File: config.mk
export PLATFORM = sky130hd
export DESIGN_NAME = vend_ctrl
export DESIGN_NICKNAME = d
export VERILOG_FILES = /design/src/rtl/vend_ctrl.sv
export SDC_FILE = /design/constraint.sdc
export NUM_CORES = 1
export LEC_CHECK = 0
export ABC_AREA = 0
export ABC_CLOCK_PERIOD_IN_PS = 4000
export BUFFER_PORTS_ARGS = -buffer_cell sky130_fd_sc_hd__buf_2
export CORE_AREA = 2 2 74 76
export CTS_BUF_LIST = sky130_fd_sc_hd__clkbuf_2
export DETAILED_ROUTE_END_ITERATION = 10
export DIE_AREA = 0 0 76 78
export HOLD_SLACK_MARGIN = 0.08
export PLACE_DENSITY = 0.68
export SLEW_MARGIN = 40
export SYNTH_ARGS = -nofsm -noshare
export SYNTH_HDL_FRONTEND = slang
export SYNTH_SLANG_ARGS = --single-unit
File: constraint.sdc
create_clock -name clk -period 4 [get_ports clk]
set_clock_uncertainty 0.05 [all_clocks]
set_input_delay 0.4 -clock clk [delete_from_list [all_inputs] [get_ports clk]]
set_output_delay 0.4 -clock clk [all_outputs]
set_load 0.03 [all_outputs]
File: src/rtl/vend_ctrl.sv
// Multi-product vending controller: credit accumulation, vend handshake, coin-by-coin change return.
// Optional inactivity auto-cancel is enabled by defining VEND_TIMEOUT_EN.
module vend_ctrl #(
  parameter int unsigned CREDIT_W    = 8,
  parameter int unsigned CREDIT_MAX  = 40,
  parameter int unsigned N_DRINK     = 4,
  parameter int unsigned PRICE_W     = 6,
  parameter logic [N_DRINK*PRICE_W-1:0] DRINK_PRICES = {6'd20, 6'd15, 6'd10, 6'd5},
  parameter int unsigned TIMEOUT_CYC = 1000
) (
  input  logic                clk,
  input  logic                rst_n,
  input  logic                coin_insert,
  input  logic [1:0]          coin_val,
  input  logic [N_DRINK-1:0]  drink_req,
  input  logic                cancel,
  input  logic                vend_ack,
  input  logic                change_ack,
  output logic                hold_ind,
  output logic [N_DRINK-1:0]  drink_avail,
  output logic                vend_req,
  output logic [N_DRINK-1:0]  vend_id,
  output logic                change_req,
  output logic [1:0]          change_coin,
  output logic                coin_reject,
  output logic                timeout_evt,
  output logic [CREDIT_W-1:0] credit
);

  localparam int unsigned SUM_W = CREDIT_W + 1;
  localparam logic [SUM_W-1:0] MAX_EXT = SUM_W'(CREDIT_MAX);

  typedef enum logic [1:0] {S_IDLE, S_CREDIT, S_VEND, S_CHANGE} state_t;

  state_t               state, state_nxt;
  logic [CREDIT_W-1:0]  credit_nxt;
  logic                 vend_req_nxt;
  logic [N_DRINK-1:0]   vend_id_nxt;
  logic                 change_req_nxt;
  logic [1:0]           change_coin_nxt;
  logic                 coin_reject_nxt;
  logic                 timeout_nxt;

  logic [CREDIT_W-1:0]  price [N_DRINK];
  logic [CREDIT_W-1:0]  coin_units;
  logic                 coin_ok;
  logic                 sel_hit;
  logic [N_DRINK-1:0]   sel_id;
  logic [CREDIT_W-1:0]  sel_price;
  logic [CREDIT_W-1:0]  change_units;
  logic [CREDIT_W-1:0]  change_rem;
  logic                 tmo_fire;

  for (genvar g = 0; g < N_DRINK; g++) begin : g_price
    assign price[g]       = CREDIT_W'(DRINK_PRICES[g*PRICE_W +: PRICE_W]);
    assign drink_avail[g] = (state == S_CREDIT) && (credit >= price[g]);
  end

  assign hold_ind = (state != S_IDLE);

  function automatic logic [1:0] coin_for(input logic [CREDIT_W-1:0] c);
    return (c >= CREDIT_W'(2)) ? 2'b01 : 2'b11;
  endfunction

  // Coin decode and ceiling check in one extra bit so overflow cannot wrap
  always_comb begin
    coin_units = '0;
    case (coin_val)
      2'b01:   coin_units = CREDIT_W'(2);
      2'b10:   coin_units = CREDIT_W'(20);
      2'b11:   coin_units = CREDIT_W'(1);
      default: coin_units = '0;
    endcase
    coin_ok = (coin_val != 2'b00) &&
              ((SUM_W'(credit) + SUM_W'(coin_units)) <= MAX_EXT);
  end

  // Lowest-index requested product that is currently affordable
  always_comb begin
    sel_hit   = 1'b0;
    sel_id    = '0;
    sel_price = '0;
    for (int i = 0; i < N_DRINK; i++) begin
      if (!sel_hit && drink_req[i] && drink_avail[i]) begin
        sel_hit   = 1'b1;
        sel_id[i] = 1'b1;
        sel_price = price[i];
      end
    end
  end

  assign change_units = (change_coin == 2'b01) ? CREDIT_W'(2) : CREDIT_W'(1);
  assign change_rem   = credit - change_units;

`ifdef VEND_TIMEOUT_EN
  localparam int unsigned TMO_W = (TIMEOUT_CYC > 2) ? $clog2(TIMEOUT_CYC) : 1;
  logic [TMO_W-1:0] tmo_cnt, tmo_cnt_nxt;
  logic             activity;

  always_comb begin
    activity    = coin_insert || (drink_req != '0) || cancel;
    tmo_fire    = (state == S_CREDIT) && !activity && (tmo_cnt == TMO_W'(TIMEOUT_CYC - 1));
    tmo_cnt_nxt = (state != S_CREDIT || activity || tmo_fire) ? '0 : tmo_cnt + TMO_W'(1);
  end

  always_ff @(posedge clk or negedge rst_n) begin
    if (!rst_n) tmo_cnt <= '0;
    else        tmo_cnt <= tmo_cnt_nxt;
  end
`else
  // Timeout disabled: the limit parameter has no effect
  assign tmo_fire = (TIMEOUT_CYC == 0) & 1'b0;
`endif

  always_ff @(posedge clk or negedge rst_n) begin
    if (!rst_n) begin
      state       <= S_IDLE;
      credit      <= '0;
      vend_req    <= 1'b0;
      vend_id     <= '0;
      change_req  <= 1'b0;
      change_coin <= 2'b00;
      coin_reject <= 1'b0;
      timeout_evt <= 1'b0;
    end else begin
      state       <= state_nxt;
      credit      <= credit_nxt;
      vend_req    <= vend_req_nxt;
      vend_id     <= vend_id_nxt;
      change_req  <= change_req_nxt;
      change_coin <= change_coin_nxt;
      coin_reject <= coin_reject_nxt;
      timeout_evt <= timeout_nxt;
    end
  end

  // A drink_req that selects nothing is ignored entirely, so a coin in the same cycle still counts
  always_comb begin
    state_nxt       = state;
    credit_nxt      = credit;
    vend_req_nxt    = vend_req;
    vend_id_nxt     = vend_id;
    change_req_nxt  = change_req;
    change_coin_nxt = change_coin;
    coin_reject_nxt = 1'b0;
    timeout_nxt     = 1'b0;
    case (state)
      S_IDLE: begin
        if (coin_insert) begin
          if (coin_ok) begin
            credit_nxt = credit + coin_units;
            state_nxt  = S_CREDIT;
          end else begin
            coin_reject_nxt = 1'b1;
          end
        end
      end
      S_CREDIT: begin
        if (cancel || tmo_fire) begin
          state_nxt       = S_CHANGE;
          change_req_nxt  = 1'b1;
          change_coin_nxt = coin_for(credit);
          timeout_nxt     = tmo_fire;
          coin_reject_nxt = coin_insert;
        end else if (sel_hit) begin
          credit_nxt      = credit - sel_price;
          vend_req_nxt    = 1'b1;
          vend_id_nxt     = sel_id;
          state_nxt       = S_VEND;
          coin_reject_nxt = coin_insert;
        end else if (coin_insert) begin
          if (coin_ok) credit_nxt = credit + coin_units;
          else         coin_reject_nxt = 1'b1;
        end
      end
      S_VEND: begin
        coin_reject_nxt = coin_insert;
        if (vend_ack) begin
          vend_req_nxt = 1'b0;
          vend_id_nxt  = '0;
          if (credit == '0) begin
            state_nxt = S_IDLE;
          end else begin
            state_nxt       = S_CHANGE;
            change_req_nxt  = 1'b1;
            change_coin_nxt = coin_for(credit);
          end
        end
      end
      S_CHANGE: begin
        coin_reject_nxt = coin_insert;
        if (change_ack) begin
          credit_nxt = change_rem;
          if (change_rem == '0) begin
            state_nxt       = S_IDLE;
            change_req_nxt  = 1'b0;
            change_coin_nxt = 2'b00;
          end else begin
            change_coin_nxt = coin_for(change_rem);
          end
        end
      end
      default: state_nxt = S_IDLE;
    endcase
  end

endmodule

**Word-level counts from Yosys, hierarchy flattened**

Index checks and enable logic that the tools add are counted.

- Output and inout port bits: 23
- Bits in registers: 19

- Magnitude comparators: 7
- Equality and inequality tests: 17
- Multiplexer cells: 55
- Add/sub/neg operators: 4
- Reduce and logical (&&, ||, !) cells: 29

Operators with widths:

| operator | count |
|---|---|
| 2-to-1 mux 8 bit | 8 |
| 2-to-1 mux 2 bit | 16 |
| one-hot mux 8 bit (3 select lines) | 1 |
| 2-to-1 mux 1 bit | 19 |
| inequality test 2 bit (second input constant) | 9 |
| greater-or-equal comparator 8 x 2 -> 1 bit (second input constant) | 2 |
| greater-or-equal comparator 8 x 4 -> 1 bit (second input constant) | 2 |
| logical NOT 8 bit | 2 |
| one-hot mux 5 bit (3 select lines) | 1 |
| logical AND 1 bit | 12 |
| 2-to-1 mux 4 bit | 3 |
| AND reduction 6 bit | 2 |
| adder 8 x 8 -> 9 bit | 1 |
| <= comparator 9 x 6 -> 1 bit (second input constant) | 1 |
| adder 8 x 5 -> 8 bit | 1 |
| == test 2 bit (second input constant) | 4 |
| greater-or-equal comparator 8 x 3 -> 1 bit (second input constant) | 1 |
| greater-or-equal comparator 8 x 5 -> 1 bit (second input constant) | 1 |
| one-hot mux 2 bit (4 select lines) | 1 |
| one-hot mux 4 bit (2 select lines) | 1 |
| subtractor 8 x 2 -> 8 bit | 1 |
| subtractor 8 bit | 1 |
| == test 2 x 1 -> 1 bit (second input constant) | 3 |
| one-hot mux 1 bit (3 select lines) | 2 |
| 12 further kinds | 17 |

**Longest topological paths before layout**

- Depth in word-level cells: 20
- Gate-level depth with buffers: 16
- Gate-level depth less buffers: 14

**Worst setup path after synthesis**

OpenSTA, ideal clock, no wires.

- Path type: reg2reg
- Start: register credit[4]
- End: register credit[6]
- Stages on the path, launching flop included: 16
- Path buffers: 2
- Arrival time: 3.584 ns
- Setup slack: 0.245 ns
- Cell sequence: dfrtp_1 buf_6 or4_1 buf_2 o22a_1 nand2b_1 o21ai_0 ha_1 inv_1 fa_1 a21o_1 a21oi_1 nor2b_1 nor3_1 o221ai_1 a32o_1

- Longest elaborated chain between the ends: 20
- Elaborated cells on any way between the ends: 38
- Classes of those cells: add/sub: 4; order compare: 5; mux: 14; reduce/logical: 15

Ends and longest elaborated chain:

| what | line | source |
|---|---|---|
| start, declared | 27 | `output logic [CREDIT_W-1:0] credit` |
| start signal, assigned | 127 | `credit <= credit_nxt;` |
| greater-or-equal comparator 8 x 3 -> 1 bit | 56 | `assign drink_avail[g] = (state == S_CREDIT) && (credit >= price[g]);` |
| logical AND 1 bit | 56 |  |
| logical AND 1 bit | 84 | `if (!sel_hit && drink_req[i] && drink_avail[i]) begin` |
| 2-to-1 mux 1 bit | 84 |  |
| logical NOT 1 bit | 84 |  |
| logical AND 1 bit (2 in series) | 84 |  |
| 2-to-1 mux 1 bit | 84 |  |
| logical NOT 1 bit | 84 |  |
| logical AND 1 bit (2 in series) | 84 |  |
| 2-to-1 mux 1 bit | 84 |  |
| logical NOT 1 bit | 84 |  |
| logical AND 1 bit (2 in series) | 84 |  |
| 2-to-1 mux 8 bit | 84 |  |
| subtractor 8 bit | 166 | `credit_nxt = credit - sel_price;` |
| 2-to-1 mux 8 bit | 165 | `end else if (sel_hit) begin` |
| 2-to-1 mux 8 bit | 159 | `if (cancel \|\| tmo_fire) begin` |
| one-hot mux 8 bit (3 select lines) (*) | 147 | `case (state)` |

Every way passes the cells marked *; elsewhere a longest branch is shown, timed or not. The select of a mux whose other input is x is not followed.
A chain may end at the register's enable or synchronous reset.

**Final worst setup path**

- Start: register credit[6]
- End: register credit[6]

The elaborated chain is that of the path after synthesis.

==> results by group <==
Final layout
  • FILL cells: 512
  • Ant. Diodes: 0
  • Final core occ: between 40 and 50%
  • Post-route cell area: approximately 2300 sq um
  • Area of the multi-input gates: approximately 1400 sq um
  • Sequential cell area: between 400 and 500 sq um
  • Layout cell share with drive strength beyond 1: about a fifth
  • Final net count: between 300 and 400
  • P&R area growth vs syn: 14.3%

Worst setup path
  • Crit path max-delay family: compound AO/OA/AOI/OAI gates
  • Worst Path Buf+Inv: 1
  • Crit path DAT: approximately 4000 ps
  • CP Cell Sequence: or4_1 -> o22a_1 -> nand2b_1 -> o21ai_1 -> ha_1 -> inv_1 -> fa_1 -> a21o_1 -> a21oi_1 -> nor2b_1 -> nor3_1 -> o221ai_1 -> a32o_1
  • Crit Path Max Fanout: 6
  • Number of cells on the critical path: 13
  • Worst Reg2Reg Path Length in Cells: 13
  • CP max stage cell: or4_1
  • Worst EP required: around 4200 ps
  • Kind of critical path: flip-flop to flip-flop
  • CP Launch Type: flip-flop
  • Max incr delay on CP: between 600 and 700 ps
  • Crit path capture type: flip-flop

Floorplanning
  • # IOs: 35
  • Num rows: 26
  • Starting density of the core: 39.3%
  • Core ar.: 5040 sq um
  • Die area: just under 6000 sq um
  • Die Ht: a little under 80 microns
  • Die X: about 76 microns

Global route
  • First-pass GRT wire length: 9.32 mm
  • Vias in the first global route: 1995
  • Tot GR Track Use: between 15 and 20%
  • Initial antenna violation count: 0
  • Gr ovfl total: 0
  • Largest net degree at the start of global routing: 21

Clocking
  • CTS tree: done
  • H-tree levels: 1
  • Post-CTS setup buffers: 0
  • Clock sinks: 19
  • Clock Tree Root: clkbuf_2
  • CTS buffer count: 3
  • Clk pin slew, worst setup/hold paths: 200 ps
  • CTS max path bufs: 2
  • Clock Latency Late Sink: 330 ps

Place
  • Area after DPL: 2230 sq um
  • Hpwl dp: between 4 and 5 mm
  • Pre-CTS setup slack: ~280 ps
  • Final Wtd Congestion: slightly above 0.9
  • Port buffer count: 33

Timing
  • Setup ws final: 308 ps
  • RSZ-0062 raised after global routing: no
  • Final hold vios: 0
  • Setup_tns: 0 ps
  • Maximum clock frequency: about 270 MHz
  • Max_slew headroom: approximately 50%
  • Final period util: just over 90%
  • Tmin final: approximately 3700 ps
  • Slew @ Worst Pin: 720 ps
  • Max-slew violations: 0
  • Setup Viol. Count Final: 0

Power
  • Switch share: 56.1%
  • Gate power share: between 70% and 80%
  • Clock power frac: under 10%
  • Sw power: 1.21 mW
  • Max VDD drop: approximately 0.00051 V
  • Seq pwr share: ~16%
  • Leak: just over 1 nW
  • Pint: approximately 0.95 mW
  • Final Total Pwr: about 2.2 mW
  • Pwr/cell area: roughly 950 nW/um^2

Synth
  • Largest family of logic cells by synthesized area: compound AO/OA/AOI/OAI gates
  • Multiplexer share of the synthesized area: roughly 2.8%
  • Post-Synth Simple-Gate Area: between 20 and 25%
  • Avg Cell Area, Syn: 8.09 sq um
  • Syn nets: 271
  • FFs w/ async S/R, synth: between 90% and 100%
  • Compound-Gate Fraction of Synth Area: a little under a third
  • Post-synth EDFFs: 0
  • Synth Warn #: 0
  • Post-synthesis register bit count: 19
  • Synth Area in XOR/XNOR: ~2.7%
  • Post-synth cell types: between 60 and 70
  • Post-Synth Adder-Cell Area: approximately 10%
  • Sequential-to-total area share from yosys stat: about a quarter
  • Syn Std Cell Area: 1980 sq um
  • Cells after synthesis: between 200 and 250
  • Dominant synthesized flop cell: dfrtp_1

Routing
  • Wirelength per Cell: 15.9 microns
  • Drt pass-1 iters: 5
  • DR DRC count: 0
  • Vias per cell: between 5 and 6
  • Post-route ant nets: 0
  • Drt total wl: between 5 and 6 mm
  • DR iter-0 viols: roughly 170
  • DR vias: 2047

Outcome
  • Status: completed

Worst hold path
  • Hold path depth: 2
  • Min-delay worst type: primary input to flip-flop

Job
  • Max Cap Violations: 0
layout make-up:
type | instances | area share, %
flip-flops and latches | 19 | 21.0
well taps | 70 | 3.87
clock buffers | 4 | 0.884
repair buffers | 41 | 10.1
inverters | 14 | 2.32
multi-input cells | 202 | 61.9
cells in the mapped netlist (all sizes together) (3+ instances only):
cell type / number / share of area [%]
nand3: 7 / 1.8
o21ai: 14 / 3.5
clkbuf: 5 / 0.95
o22ai: 3 / 0.95
nor3: 10 / 2.8
o211ai: 3 / 1.1
a221o: 5 / 2.5
inv: 13 / 2.5
buf: 5 / 1.7
nand2b: 7 / 2.2
ha: 11 / 6.9
a31oi: 3 / 0.95
a22oi: 4 / 1.5
dfrtp: 19 / 24
a211o: 4 / 1.8
fa: 3 / 3.0
nor2: 27 / 5.5
a21oi: 16 / 4.6
nand2: 17 / 3.2
mux2: 4 / 2.3
or4: 5 / 1.9
a21o: 5 / 2.3
xnor2: 4 / 1.8
nor2b: 7 / 2.2
and3: 3 / 0.95
cells by family (layout without fill, tap and decap cells):
family / after synthesis / after routing
xor gates and xnor gates: 6 / 6
other: 1 / 1
muxes: 5 / 5
and+or+nand+nor: 95 / 95
DFF: 19 / 19
adders and majority gates: 14 / 14
AOI/OAI and AO/OA: 81 / 81
buffers and inverters: 24 / 59
sequential cells by signal, indices dropped and copies added, names as in the netlist:
signal	flops
credit	8
vend_id	4
change_coin	2
state	2
change_req	1
coin_reject	1
vend_req	1
worst register-to-register path: cells and delay by family, from the launching register on:
kind | cells | cell delay, ps
AOI/OAI and AO/OA | 6 | 1360
and+or+nand+nor | 4 | 1140
adders and majority gates | 2 | 590
DFF | 1 | 420
buffers and inverters | 1 | 60
routing by layer:
metal / track usage (%) / routed length [microns] / up-vias
met1: 24.4 / 2490 / 950
met3: 2.91 / 392 / 15
met4: 8.91 / 151 / 0
li1: - / - / 994
met2: 32.4 / 2510 / 88
met5: 0 / 0 / -
per-stage QoR:
step / cells / hold slack (ps)
after floorplan: 245 / 54.4
after global placement: 345 / 322
after detailed placement: 345 / 329
after CTS: 350 / 212
after global routing: 350 / 193
final: 350 / 219
layout by cell type, fill, tap and decap left out, types with 7 or more instances in the layout:
cell type	instances
o21ai_0	13
nor2_1	26
nand3_1	7
dfrtp_1	19
nand2_1	17
buf_2	33
nand2b_1	7
ha_1	11
nor2b_1	7
buf_4	7
a21oi_1	15
nor3_1	9
inv_1	13
worst paths after layout:
check / start / end / slack [ps]
hold / removal: vend_ack / vend_req / 220
hold reg to reg: vend_id[1] / vend_id[1] / 460
setup reg to reg: credit[6] / credit[6] / 310
max in group asynchronous: rst_n / credit[6] / 3120
min in group asynchronous: rst_n / vend_id[1] / 470
setup / recovery: credit[6] / credit[6] / 310
power by group through the flow:
stage	Combinational, mW	Clock, mW	Sequential, mW
2_1_floorplan	1.17	0	0.456
3_3_place_gp	1.69	0	0.349
3_5_place_dp	1.69	0	0.351
4_1_cts	1.70	0.0966	0.346
5_1_grt	1.87	0.109	0.365
6_report	1.72	0.0942	0.348
repair_timing:
action	4_1_cts	5_1_grt
hold buffers	1	0
endpoints found under the setup margin	0	1
hold endpoints to repair	19	0
gates resized for setup	0	1
No activity file was read; power rests on OpenSTA's default activity.
